--- src/rtl/regfile_wb_arbiter.sv ---
// Register-file writeback arbiter: shares one write port between ALU results
// and load returns. Loads that lose arbitration wait in a 2-entry in-order
// buffer; a starvation counter eventually forces the buffer head onto the port.
module regfile_wb_arbiter #(
    parameter int ADDRESS_WIDTH = 5,
    parameter int DATA_WIDTH    = 32,
    parameter int STARVE_LIMIT  = 4
) (
    input  logic                     clk,
    input  logic                     rst,
    input  logic                     alu_we,
    input  logic [ADDRESS_WIDTH-1:0] alu_ad,
    input  logic [DATA_WIDTH-1:0]    alu_wd,
    input  logic                     ld_valid,
    output logic                     ld_ready,
    input  logic [ADDRESS_WIDTH-1:0] ld_ad,
    input  logic [DATA_WIDTH-1:0]    ld_wd,
    output logic                     alu_stall,
    output logic                     WE3,
    output logic [ADDRESS_WIDTH-1:0] ad3,
    output logic [DATA_WIDTH-1:0]    WD3,
    input  logic [ADDRESS_WIDTH-1:0] hz_ad,
    output logic                     hz_pending,
    output logic [1:0]               fifo_count
);

    localparam int WW = $clog2(STARVE_LIMIT + 1);
    localparam logic [WW-1:0] WAIT_MAX = WW'(STARVE_LIMIT);

    // Entry 0 is always the head; entry 1 is only meaningful when two are held.
    logic [ADDRESS_WIDTH-1:0] ent_ad [2];
    logic [DATA_WIDTH-1:0]    ent_wd [2];
    logic [1:0]               count;
    logic [WW-1:0]            wait_cnt;

    logic                     alu_req;
    logic                     ld_acc;
    logic                     grant_head;
    logic                     grant_alu;
    logic                     grant_byp;
    logic                     grant_any;
    logic                     enq;
    logic                     enq_slot;
    logic [1:0]               count_nxt;
    logic [ADDRESS_WIDTH-1:0] sel_ad;
    logic [DATA_WIDTH-1:0]    sel_wd;

    assign fifo_count = count;
    assign ld_ready   = (count != 2'd2) && !rst;
    assign alu_stall  = !rst && (count != 2'd0) && (wait_cnt == WAIT_MAX);

    // Address 0 is the hardwired zero register, so such writes are no-ops.
    assign alu_req = alu_we && (alu_ad != '0);
    assign ld_acc  = ld_valid && ld_ready && (ld_ad != '0);

    // Arbitration: forced head, ALU, head, then bypass of an incoming load.
    always_comb begin
        grant_head = 1'b0;
        grant_alu  = 1'b0;
        grant_byp  = 1'b0;
        if (alu_stall) begin
            grant_head = 1'b1;
        end else if (alu_req) begin
            grant_alu = 1'b1;
        end else if (count != 2'd0) begin
            grant_head = 1'b1;
        end else if (ld_acc) begin
            grant_byp = 1'b1;
        end
        grant_any = grant_head || grant_alu || grant_byp;
        enq       = ld_acc && !grant_byp;
        // New entry lands behind whatever survives this cycle's dequeue.
        enq_slot  = (count == 2'd1) && !grant_head;
        count_nxt = count;
        if (enq && !grant_head) begin
            count_nxt = count + 2'd1;
        end else if (!enq && grant_head) begin
            count_nxt = count - 2'd1;
        end
        sel_ad = ent_ad[0];
        sel_wd = ent_wd[0];
        if (grant_alu) begin
            sel_ad = alu_ad;
            sel_wd = alu_wd;
        end else if (grant_byp) begin
            sel_ad = ld_ad;
            sel_wd = ld_wd;
        end
    end

    // Hazard lookup against buffered loads and the write currently on the port.
    always_comb begin
        hz_pending = 1'b0;
        if (hz_ad != '0) begin
            if ((count != 2'd0) && (ent_ad[0] == hz_ad)) hz_pending = 1'b1;
            if ((count == 2'd2) && (ent_ad[1] == hz_ad)) hz_pending = 1'b1;
            if (WE3 && (ad3 == hz_ad))                   hz_pending = 1'b1;
        end
    end

    // Control state and the registered write port.
    always_ff @(posedge clk) begin
        if (rst) begin
            count    <= 2'd0;
            wait_cnt <= '0;
            WE3      <= 1'b0;
            ad3      <= '0;
            WD3      <= '0;
        end else begin
            count <= count_nxt;
            WE3   <= grant_any;
            if (grant_any) begin
                ad3 <= sel_ad;
                WD3 <= sel_wd;
            end
            if ((count == 2'd0) || grant_head) begin
                wait_cnt <= '0;
            end else if (wait_cnt != WAIT_MAX) begin
                wait_cnt <= wait_cnt + WW'(1);
            end
        end
    end

    // Buffer payload; validity is tracked by count, so no reset is needed here.
    always_ff @(posedge clk) begin
        if (grant_head) begin
            ent_ad[0] <= ent_ad[1];
            ent_wd[0] <= ent_wd[1];
        end
        if (enq) begin
            ent_ad[enq_slot] <= ld_ad;
            ent_wd[enq_slot] <= ld_wd;
        end
    end

endmodule

--- config.mk ---
export PLATFORM = sky130hd
export DESIGN_NAME = regfile_wb_arbiter
export DESIGN_NICKNAME = d
export VERILOG_FILES = /design/src/rtl/regfile_wb_arbiter.sv
export SDC_FILE = /design/constraint.sdc
export NUM_CORES = 1
export LEC_CHECK = 0
export CORE_MARGIN = 2
export CORE_UTILIZATION = 45
export CTS_CLUSTER_DIAMETER = 100
export DETAILED_ROUTE_END_ITERATION = 10
export PLACE_DENSITY = 0.78
export SLEW_MARGIN = 15
export SYNTH_ARGS = -nofsm -noshare
export SYNTH_HDL_FRONTEND = slang
export SYNTH_SLANG_ARGS = --single-unit
export TNS_END_PERCENT = 20
--- constraint.sdc ---
create_clock -name clk -period 3.1 [get_ports clk]
set_input_delay 0.62 -clock clk [delete_from_list [all_inputs] [get_ports clk]]
set_output_delay 0.62 -clock clk [all_outputs]
set_load 0.03 [all_outputs]
# Word level (Yosys, flattened, before mapping)
# Memories as Yosys holds them, arrays and structs flattened.
# Cells that the tools add are included.
word_totals:
  regBits: 43
  ramBits: 74
  in_bits: 83
  out_inout_bits: 43
  wordCells: 68
  memories: 2
memory_table:
  columns: ["memory", "depth", "word_bits", "rd", "rd_ports_with_merged_regs", "wr", "line_no", "rtl"]
  rows:
  - ["ent_wd", 2, 32, 2, 0, 2, "32", "logic [DATA_WIDTH-1:0] ent_wd [2];"]
  - ["ent_ad", 2, 5, 2, 0, 2, "31", "logic [ADDRESS_WIDTH-1:0] ent_ad [2];"]
op_classes:
  n_addsub: 3
  eq_ne: 8
  n_mux: 23
  n_reduce_logical: 27
ops:
  columns: ["op", "n"]
  rows:
  - ["$mux 32", 2]
  - ["$mux 1", 17]
  - ["$eq 5x5->1", 3]
  - ["$reduce_bool 5->1", 3]
  - ["$logic_and 1x1->1", 13]
  - ["$mux 5", 2]
  - ["$logic_not 1->1", 4]
  - ["$mux 2", 2]
  - ["$reduce_bool 2->1", 2]
  - ["$add 3x1->3 const B", 1]
  - ["$eq 3x3->1 const B", 1]
  - ["$logic_or 1x1->1", 3]
  - ["$ne 3x3->1 const B", 1]
  - ["$add 2x1->2 const B", 1]
  - ["$eq 2x1->1 const B", 1]
  - ["$eq 2x2->1 const B", 1]
  - ["$logic_not 2->1", 1]
  - ["$ne 2x2->1 const B", 1]
  - ["$reduce_or 2->1", 1]
  - ["$sub 2x1->2 const B", 1]

# Logic depth before layout (Yosys ltp)
depth:
  depth_word: 14
  mapped_depth: 13
  ltp_nobuf: 10

# Worst setup path after synthesis
# No wires, ideal clock.
synth_timing:
  path_kind: "reg-to-reg"
  startpoint: "register count[0] (netlist: fifo_count[0])"
  endpoint: "memory ent_ad[0][0], enable pin"
  setup_ns: 0.395
  t_arrival_ns: 2.940
  required_ns: 2.705
  slack_ns: -0.235
  path_stages_with_launch: 10
  path_buffers: 3
  synth_period_minus_slack_ns: 3.335
  cell_sequence: "dfxtp_1 -> inv_1 -> ha_1 -> buf_2 -> nor4bb_1 -> buf_2 -> a211o_1 -> clkbuf_1 -> nand2b_1 -> nand2_1"
synth_rtl:
  columns: ["item", "line_no", "rtl"]
  rows:
  - ["from (decl)", "33", "logic [1:0] count;"]
  - ["from (signal assigned)", "110", "count <= count_nxt;"]
  - ["to (decl)", "31", null]

# Final worst setup path
layout_timing:
  startpoint: "input port hz_ad[0]"
  endpoint: "output port hz_pending"
layout_between:
  elab_chain_len: 6
  elab_cells_between_ends: 11
  classes_between: "eq/ne: 3; mux: 4; reduce/logical: 4"
layout_lines:
  columns: ["item", "line_no", "rtl"]
  rows:
  - ["from (decl)", "22", "input logic [ADDRESS_WIDTH-1:0] hz_ad,"]
  - ["$eq 5x5->1", "95", "if ((count != 2'd0) && (ent_ad[0] == hz_ad)) hz_pending = 1'b1;"]
  - ["$logic_and 1x1->1", "95", null]
  - ["$mux 1", "95", null]
  - ["$mux 1", "96", "if ((count == 2'd2) && (ent_ad[1] == hz_ad)) hz_pending = 1'b1;"]
  - ["$mux 1", "97", "if (WE3 && (ad3 == hz_ad)) hz_pending = 1'b1;"]
  - ["$mux 1 (*)", "94", "if (hz_ad != '0) begin"]
  - ["to (decl)", "23", "output logic hz_pending,"]
# Every way passes the cells marked *; elsewhere a longest branch is shown, timed or not.

==> metrics <==
outcome=finished clean; FMAX=0.360 GHz; Yosys cell types=38; IO Count=126; Initial Utilization=46.5%; Primary FF master, synth=edfxtp_1; vias in the first global route=4,225; storage element area=3080 µm²; Syn Inst Count=450; area of the core=11,600 µm²; Hold Vio Cnt, Final=0; r2r setup slk=0.59 ns; HP Start=WD3[16]; Syn-to-layout area delta=37.6%; unrepaired setup endpoints after global routing=no; via count=4,156; Leak=2.87 nW; HPWL Detailed=9.09 mm; Data required, critical path=2.48 ns; Mapped Nets=539; antenna violations before repair=0; Post-synth EDFFs=74; maximum root-to-sink buffer count=2; WHS Path Cells=1; I/O Buffers=125; layout cells sized above 1=17.7%; vias per inst=5.61; async set-reset flop share out of synthesis=0%; yosys warns=0; Max FO, Critical Path=4; Avg Inst Size Synth=12.0 µm²; Die Height=113 µm; Setup CP Type=in2out; fill count=922; routed len/inst=18.4 µm; # DRC=0; CTS Root Cell=clkbuf_16; Num CTS Buffers=17; Critical R2R Launch=fifo_count[0]; post-CTS sizing=0; ranking of synthesized cells by area=edfxtp_1, dfxtp_1, nor2_1; final worst path period need=2.78 ns; GP Congestion=0.836; clk sink count=117; worst skew pair latency=0.41 ns; type of origin of the critical path=input port; hold_buf cts=0; pin count of the biggest net entering global routing=49; Ant. Diodes=0; 1st-pass router iterations=5; first-pass GRT wire length=21.7 mm; Hold Path Class=reg2reg; Die Area=12,900 µm²; GRT Overall Usage=21.8%; nets@finish=675; final core occ=64.0%; clock-pin slew on the worst setup and hold paths=0.05 ns; postcts setup bufs=0; Reg2Reg Depth=10; CTS tree=done; Synth Cell Area=5380 µm²; clock skew=0.00947 ns; critical path capture point type=output pin; Pwr Density=818 nW/µm²; Final Cycle Share=89.6%; Critical R2R Capture=ent_wd[0][18]; H-tree Lvls=4; worst hold endpoint=WD3[16]; max_cap viols=0; leading area contributor after synthesis=edfxtp_1; final setup fails=0; Detail Route Antenna Nets=0; headroom to the max-slew limit=61.9%; Yosys reg bits=117; Slew @ Worst Pin=0.572 ns; sequential-to-total area share from yosys stat=57.3%; VDD IR-drop max=404 µV; share of the synthesized area in the top cell type=41.3%; WL final=13.7 mm; initial DRC count=257; Core Rows=39; multi-input combinational cell area=2120 µm²; WP data arrival=2.16 ns; Die X=113 µm; final global-route overflow total=0; fin worst setup slack=0.323 ns; Setup WS pre-CTS=0.147 ns; Slew Viols, Final=0
==> synth_stat cells, types with 5 or more instances <==
cell type,number
edfxtp_1,74
dfxtp_1,43
inv_1,5
a21o_1,33
or3_1,32
nor2_1,83
nand2_1,9
mux2_1,19
o2bb2ai_1,5
xor2_1,11
a32o_2,25
mux2_2,18
buf_2,6
a21oi_1,12
clkbuf_1,18
a32o_1,7
ha_1,6
nor3_1,8
buf_6,7
xnor2_1,6
==> logic make-up after synthesis <==
family          share of synthesized area [%]
fa+ha+maj                                1.39
simple gates                             12.9
flops                                    57.3
buf+inv                                  3.70
xor+xnor                                 2.77
mux                                      7.93
compound gates                           14.0
==> layout by cell type (no fill, tap or decap), types with 7 or more instances in the layout <==
cell,instances
xor2_1,11
nor2_1,83
or3_1,32
edfxtp_1,74
dfxtp_1,43
a32o_1,7
a32o_2,25
a21o_1,33
clkbuf_16,17
clkdlybuf4s50_1,122
buf_4,22
nor3_1,8
a21oi_1,12
mux2_2,18
mux2_1,19
==> worst max path at each step <==
stage	startpoint	endpoint	slack, ns
2_1_floorplan	fifo_count[0]	ent_ad[1][0]	-0.16
3_3_place_gp	ld_ad[1]	ent_wd[0][0]	0.19
3_5_place_dp	ld_ad[1]	ent_ad[0][4]	0.15
4_1_cts	hz_ad[0]	hz_pending	0.36
5_1_grt	hz_ad[0]	hz_pending	0.22
6_report	hz_ad[0]	hz_pending	0.32
==> metal layers <==
layer	vias to the layer above	track usage, %	part of all wire, %	routed length [µm]
met5	-	0	0	0
met4	0	6.99	1.2	167
met3	15	4.62	6.2	849
li1	1946	-	-	-
met2	167	35.6	48	6540
met1	2028	29.2	45	6110
==> report_power, final <==
| group | total, mW | switching [mW] | leakage (nW) | internal [mW] |
|---|---|---|---|---|
| sequential | 2.20 | 0.155 | 1.04 | 2.05 |
| combinational | 2.11 | 1.17 | 1.57 | 0.934 |
| clock | 1.75 | 0.660 | 0.257 | 1.09 |
==> stage by stage <==
stage	instances	power (mW)	TNS (ns)	instance area (µm²)	hold WS (ns)
CTS	741	6.10	0	7410	0.475
detailed placement	710	4.33	0	6870	0.459
global placement	710	4.28	0	6870	0.453
floorplan	450	3.51	-5.98	5390	0.502
global route	741	6.36	0	7410	0.481
finish	741	6.06	0	7410	0.471
==> critical path, stage by stage <==
cell	delay, ns
clkdlybuf4s50_1	0.61
xnor2_1	0.18
nand4_1	0.14
nor3_1	0.22
a31oi_1	0.07
a21oi_1	0.15
buf_4	0.17
==> sequential cells by signal (all words and copies together) (netlist names) <==
| register | count |
|---|---|
| ent_ad | 10 |
| WE3 | 1 |
| wait_cnt | 3 |
| WD3 | 32 |
| fifo_count | 2 |
| ad3 | 5 |
| ent_wd | 64 |
==> area by class of cell <==
class / instances / share of cell area (%)
inverters: 5 / 0.253
clock buffers: 22 / 6.54
clock inverters: 9 / 0.726
multi-input cells: 296 / 28.6
flip-flops and latches: 117 / 41.6
repair buffers: 149 / 19.9
well taps: 143 / 2.42
Power figures use the tool's default switching activity.
==> patch 1 (same flow settings) <==
`DATA_WIDTH`: 32 -> 40.
--- a/src/rtl/regfile_wb_arbiter.sv
+++ b/src/rtl/regfile_wb_arbiter.sv
@@ -3,7 +3,7 @@
 // buffer; a starvation counter eventually forces the buffer head onto the port.
 module regfile_wb_arbiter #(
     parameter int ADDRESS_WIDTH = 5,
-    parameter int DATA_WIDTH    = 32,
+    parameter int DATA_WIDTH    = 40,
     parameter int STARVE_LIMIT  = 4
 ) (
     input  logic                     clk,
Ports: changed (resized WD3, alu_wd and ld_wd); port bits go from 126 to 150. No check against the original RTL was run, so the function may have changed too.
==> patch 1 against the unedited design <==
- routed wire length up 15%
- power up 21%
- sequential cell count up 24
- register-to-register slack worse by 180 ps
- final area up 16%
- critical path type is now reg -> out
- combinational power up 9%
- worst setup slack worse by 53 ps
- area after synthesis up 14%
==> patch 1: results (changes against the unedited design) <==
| Metric | Value |
|---|---|
| Status | completed |
| Setup TNS | 0 ps (unchanged) |
| Initial antenna violation count | 0 (unchanged) |
| Ys Warns | 0 (unchanged) |
| Top Registers | ent_wd: 80 flops, WD3: 40 flops, ent_ad: 10 flops |
| CP max stage cell | nor4bb_1 |
| Clock transition at the registers of the reported paths | approximately 60 ps |
| 1st-iter DRT viols | 377 (+47%) |
| Routed metal-1 wire length | 6580 um (+7.7%) |
| Vias in the first global route | 4952 (+17%) |
| # port buffers | 149 (+19%) |
| Synth top area cells | edfxtp_1 (44%), dfxtp_1 (17%), mux2_2 (8.3%) |
| Net Switching | 2330 uW (+17%) |
| Count leader, synth | nor2_1 |
| Final #Nets | 793 (+17%) |
| Post-synth EDFFs | 90 (+22%) |
| Met2 WL | 7680 um (+17%) |
| Post-CTS Setup Inserts | 0 (unchanged) |
| Worst skew pair latency | 410 ps (about the same) |
| Worst clock skew | 7.68 ps (-1.79 ps) |
| Worst slew margin | 52.2% (-9.6 points) |
| Met3 WL | 1240 um (+46%) |
| Share of cells above drive strength 1 | 15.8% (-1.9 points) |
| Ys async rst share | 0% (unchanged) |
| Gpl congestion | 0.937 (+12%) |
| # resized after CTS | 0 (unchanged) |
| Sequential area share after synthesis | 60.8% (+3.6 points) |
| Distinct cells, synth | 36 (-5.3%) |
| Dpl cells | 845 (+19%) |
| Antenna diodes | 0 (unchanged) |
| Critical Path Max Stage Delay | 630 ps (+20 ps) |
| Finished Layout Cells | 877 (+18%) |
| Synth top cells by count | nor2_1 (97), edfxtp_1 (90), a21oi_1 (53) |
| Placed Area | 7880 sq um (+15%) |
| Routed len/inst | 18.0 um (-2.6%) |
| Leak pwr | 0.00312 uW (+8.9%) |
| Tot GR Track Use | 22.0% (+0.28 points) |
| CP Max Fanout | 6 (+2) |
| Critical path's top delay family | simple AND/OR/NAND/NOR gates |
| Via density | 5.56 (-0.79%) |
| Highest routing layer actually used | met4 |
| Clock root cell | clkbuf_16 |
| First-pass DRT Iterations | 5 (unchanged) |
| Syn nets | 636 (+18%) |
| Reg2Reg Depth | 8 (-2) |
| Hpwl dp | 10600 um (+17%) |
| WHS Path Cells | 2 (+1) |
| First-pass GRT wire length | 24900 um (+15%) |
| Primary FF master, synth | edfxtp_1 |
| Fillers | 985 (+6.8%) |
| Pin count of the biggest net entering global routing | 57 (+16%) |
| Clock Tree Buf Depth | 2 (unchanged) |
| VDD IR max | 0.000568 V (+40%) |
| Mapped Cells | 531 (+18%) |
| Critical Path AT | 2210 ps (+50 ps) |
==> patch 1: stage by stage <==
step / hold WS, ps / setup slack, ps / total power, uW / util (%)
2_1_floorplan: 502 / -319 / 4020 / -
3_3_place_gp: 436 / 181 / 4900 / 59.5
3_5_place_dp: 436 / 130 / 4980 / 59.5
4_1_cts: 456 / 272 / 7390 / 64.8
5_1_grt: 475 / 186 / 7670 / 64.8
6_report: 452 / 270 / 7360 / 64.8
==> patch 1: cell type report <==
type | count | area (sq um) | area share [%]
clock inverter | 13 | 260 | 3.03
tap | 176 | 220 | 2.57
clock buffer | 19 | 443 | 5.16
inverter | 5 | 18.8 | 0.219
multi-input combinational | 350 | 2190 | 25.5
sequential | 141 | 3720 | 43.4
timing repair buffer | 173 | 1720 | 20.1
==> patch 1: power by group through the flow <==
stage / Combinational (uW) / Clock (uW) / Sequential [uW]
final: 2290 / 2400 / 2660
after global routing: 2460 / 2510 / 2700
after CTS: 2300 / 2430 / 2660
after detailed placement: 2290 / 0 / 2690
after global placement: 2220 / 0 / 2680
after floorplan: 975 / 0 / 3050
==> patch 1: path summary, 6_finish.rpt <==
path / slack, ps / endpoint / startpoint
setup / recovery: 270 / alu_stall / fifo_count[0]
hold / removal: 450 / WD3[17] / WD3[17]
setup reg to reg: 410 / ent_wd[0][35] / fifo_count[0]
hold reg to reg: 450 / WD3[17] / WD3[17]
==> patch 1: cell families (layout without fill, tap and decap cells) <==
group / Yosys count / in the layout / share of synthesized area (%)
adders and majority gates: 6 / 6 / 1.23
muxes: 46 / 46 / 8.44
DFF: 141 / 141 / 60.8
and+or+nand+nor: 173 / 173 / 11.7
xor gates and xnor gates: 17 / 17 / 2.43
buffers and inverters: 40 / 210 / 3.68
AOI/OAI and AO/OA: 108 / 108 / 11.6
==> patch 1: worst register-to-register path, cell delays in order, from the launching register on <==
cell	delay (ps)
dfxtp_1	410
inv_1	90
ha_1	230
nor4bb_1	630
a211oi_1	170
o22ai_1	220
nand2_2	170
nand2_2	140
buf_4	310
==> patch 1: layer usage <==
layer	track usage (%)	vias to the layer above
li1	-	2259
met5	0	-
met2	36.1	241
met4	8.58	0
met1	28.4	2350
met3	5.19	30
==> patch 2 (same flow settings) <==
Without the edit above. Reset style: asynchronous (`rst`), changed in one clocked block.
--- a/src/rtl/regfile_wb_arbiter.sv
+++ b/src/rtl/regfile_wb_arbiter.sv
@@ -99,7 +99,7 @@
     end
 
     // Control state and the registered write port.
-    always_ff @(posedge clk) begin
+    always_ff @(posedge clk or posedge rst) begin
         if (rst) begin
             count    <= 2'd0;
             wait_cnt <= '0;
Function: differs if rst is asserted again (counterexample within 4 cycles, from zero or initial values and one cycle with rst high); with rst held inactive, the same outputs for 4 cycles.
==> patch 2 against the unedited design <==
- non-clock buffer count decreased by 6
- routed wire length increased by 3.7%
- area after synthesis increased by 1.4%
- combinational power increased by 3%
- critical endpoint is now alu_stall
- worst setup slack got worse by 93 ps
- fmax decreased by 3.2%
- highest routed layer unchanged
- sequential cell count unchanged
- die area increased by 1.3%
- synthesized cell count decreased by 2.9%
- power increased by 6.1%
- core utilization decreased by 0.83 points
- sequential share of layout area increased by 2.2 points
- largest power group unchanged
- final area increased by 1.7%
==> patch 2: results (changes against the unedited design) <==
| Metric | Value |
|---|---|
| Buffers, non-clock | 143 (-4.0%) |
| Non-clock buffer share | 19.2% (-0.66 points) |
| Combinational power share | 33.9% (-0.9 points) |
| Reg2Reg Depth | 8 (-2) |
| Inverter count | 6 (+1) |
| First-pass DRT Iterations | 4 (-1) |
| WHS Path Cells | 2 (+1) |
| Sequential share of cell area | 43.8% (+2.2 points) |
| Synth top cells by count | edfxtp_1 (74), o21ai_1 (53), dfrtp_1 (43) |
| Initial antenna violation count | 0 (unchanged) |
| Routed len/inst | 19.5 um (+5.6%) |
| Period utilization | 92.6% (+3.0 points) |
| Final #Nets | 657 (-2.7%) |
| Tot GR Track Use | 22.7% (+0.92 points) |
| RR Startpoint | fifo_count[0] |
| Multi-input combinational area share | 26.7% (-1.9 points) |
| Post-CTS Setup Inserts | 0 (unchanged) |
| Switching Share | 33.2% (+0.36 points) |
| Gpl congestion | 0.895 (+7.0%) |
| ClkCell Share | 7.56% (+0.30 points) |
| Clock transition at the registers of the reported paths | 50 ps (about the same) |
| CP Max Fanout | 9 (+5) |
| Placed Area | 6960 sq um (+1.3%) |
| Hold EP | WD3[7] |
| Dpl ws | 43.9 ps (-103 ps) |
| Syn nets | 526 (-2.4%) |
| Worst slew pin tran | 697 ps (+125 ps) |
| Vias after detailed routing | 4141 (-0.36%) |
| First-pass GRT wire length | 22500 um (+3.6%) |
| Worst clock skew | 7.76 ps (-1.71 ps) |
| Startpoint types | register |
| Leak pwr | 0.00280 uW (-2.3%) |
| Ys async rst share | 36.8% (+37 points) |
| Pin count of the biggest net entering global routing | 43 (-12%) |
| Synth top area cells | edfxtp_1 (41%), dfrtp_1 (20%), mux2_4 (5.2%) |
| Hpwl dp | 9680 um (+6.5%) |
| Share of cells above drive strength 1 | 16.7% (-1.0 points) |
| Vias in the first global route | 4427 (+4.8%) |
| Total sequential power | 2380 uW (+8%) |
| Top Registers | ent_wd: 64 flops, WD3: 32 flops, ent_ad: 10 flops |
| VDD IR max | 0.000386 V (-4.6%) |
| Status | completed |
| Critical Path AT | 2250 ps (+90 ps) |
| R2r setup slk | 450 ps (-140 ps) |
| CP max stage cell | clkdlybuf4s50_1 |
| Fillers | 911 (-1.2%) |
| Critical Path Max Stage Delay | 710 ps (+100 ps) |
| Sequential area share after synthesis | 60.4% (+3.2 points) |
| Seq_cells | 117 (unchanged) |
| 1st-iter DRT viols | 231 (-10%) |
| Critical path capture point | alu_stall |
-- patch 2: kinds of logic after synthesis --
family                     count (synthesis)  synth area share [%]
muxes                                     38                  9.12
and+or+nand+nor                          102                  9.67
DFF                                      117                  60.4
AOI/OAI and AO/OA                        119                  13.1
buffers and inverters                     37                  3.44
xor gates and xnor gates                  18                  2.89
adders and majority gates                  6                  1.38
-- patch 2: layer usage --
metal | up-vias | global-route usage, % | share of wire (%)
met4 | 0 | 8.70 | 1.8
met2 | 179 | 38.2 | 50
li1 | 1907 | - | -
met1 | 2029 | 27.8 | 40
met3 | 26 | 6.35 | 8.2
met5 | - | 0 | 0
-- patch 2: stage by stage --
stage	utilization, %	hold WS, ps	cells	total power [uW]
global placement	58.4	468	696	4490
global route	63.2	504	728	6710
finish	63.2	475	728	6430
detailed placement	58.4	470	696	4580
CTS	63.2	482	728	6470
floorplan	-	496	437	3630
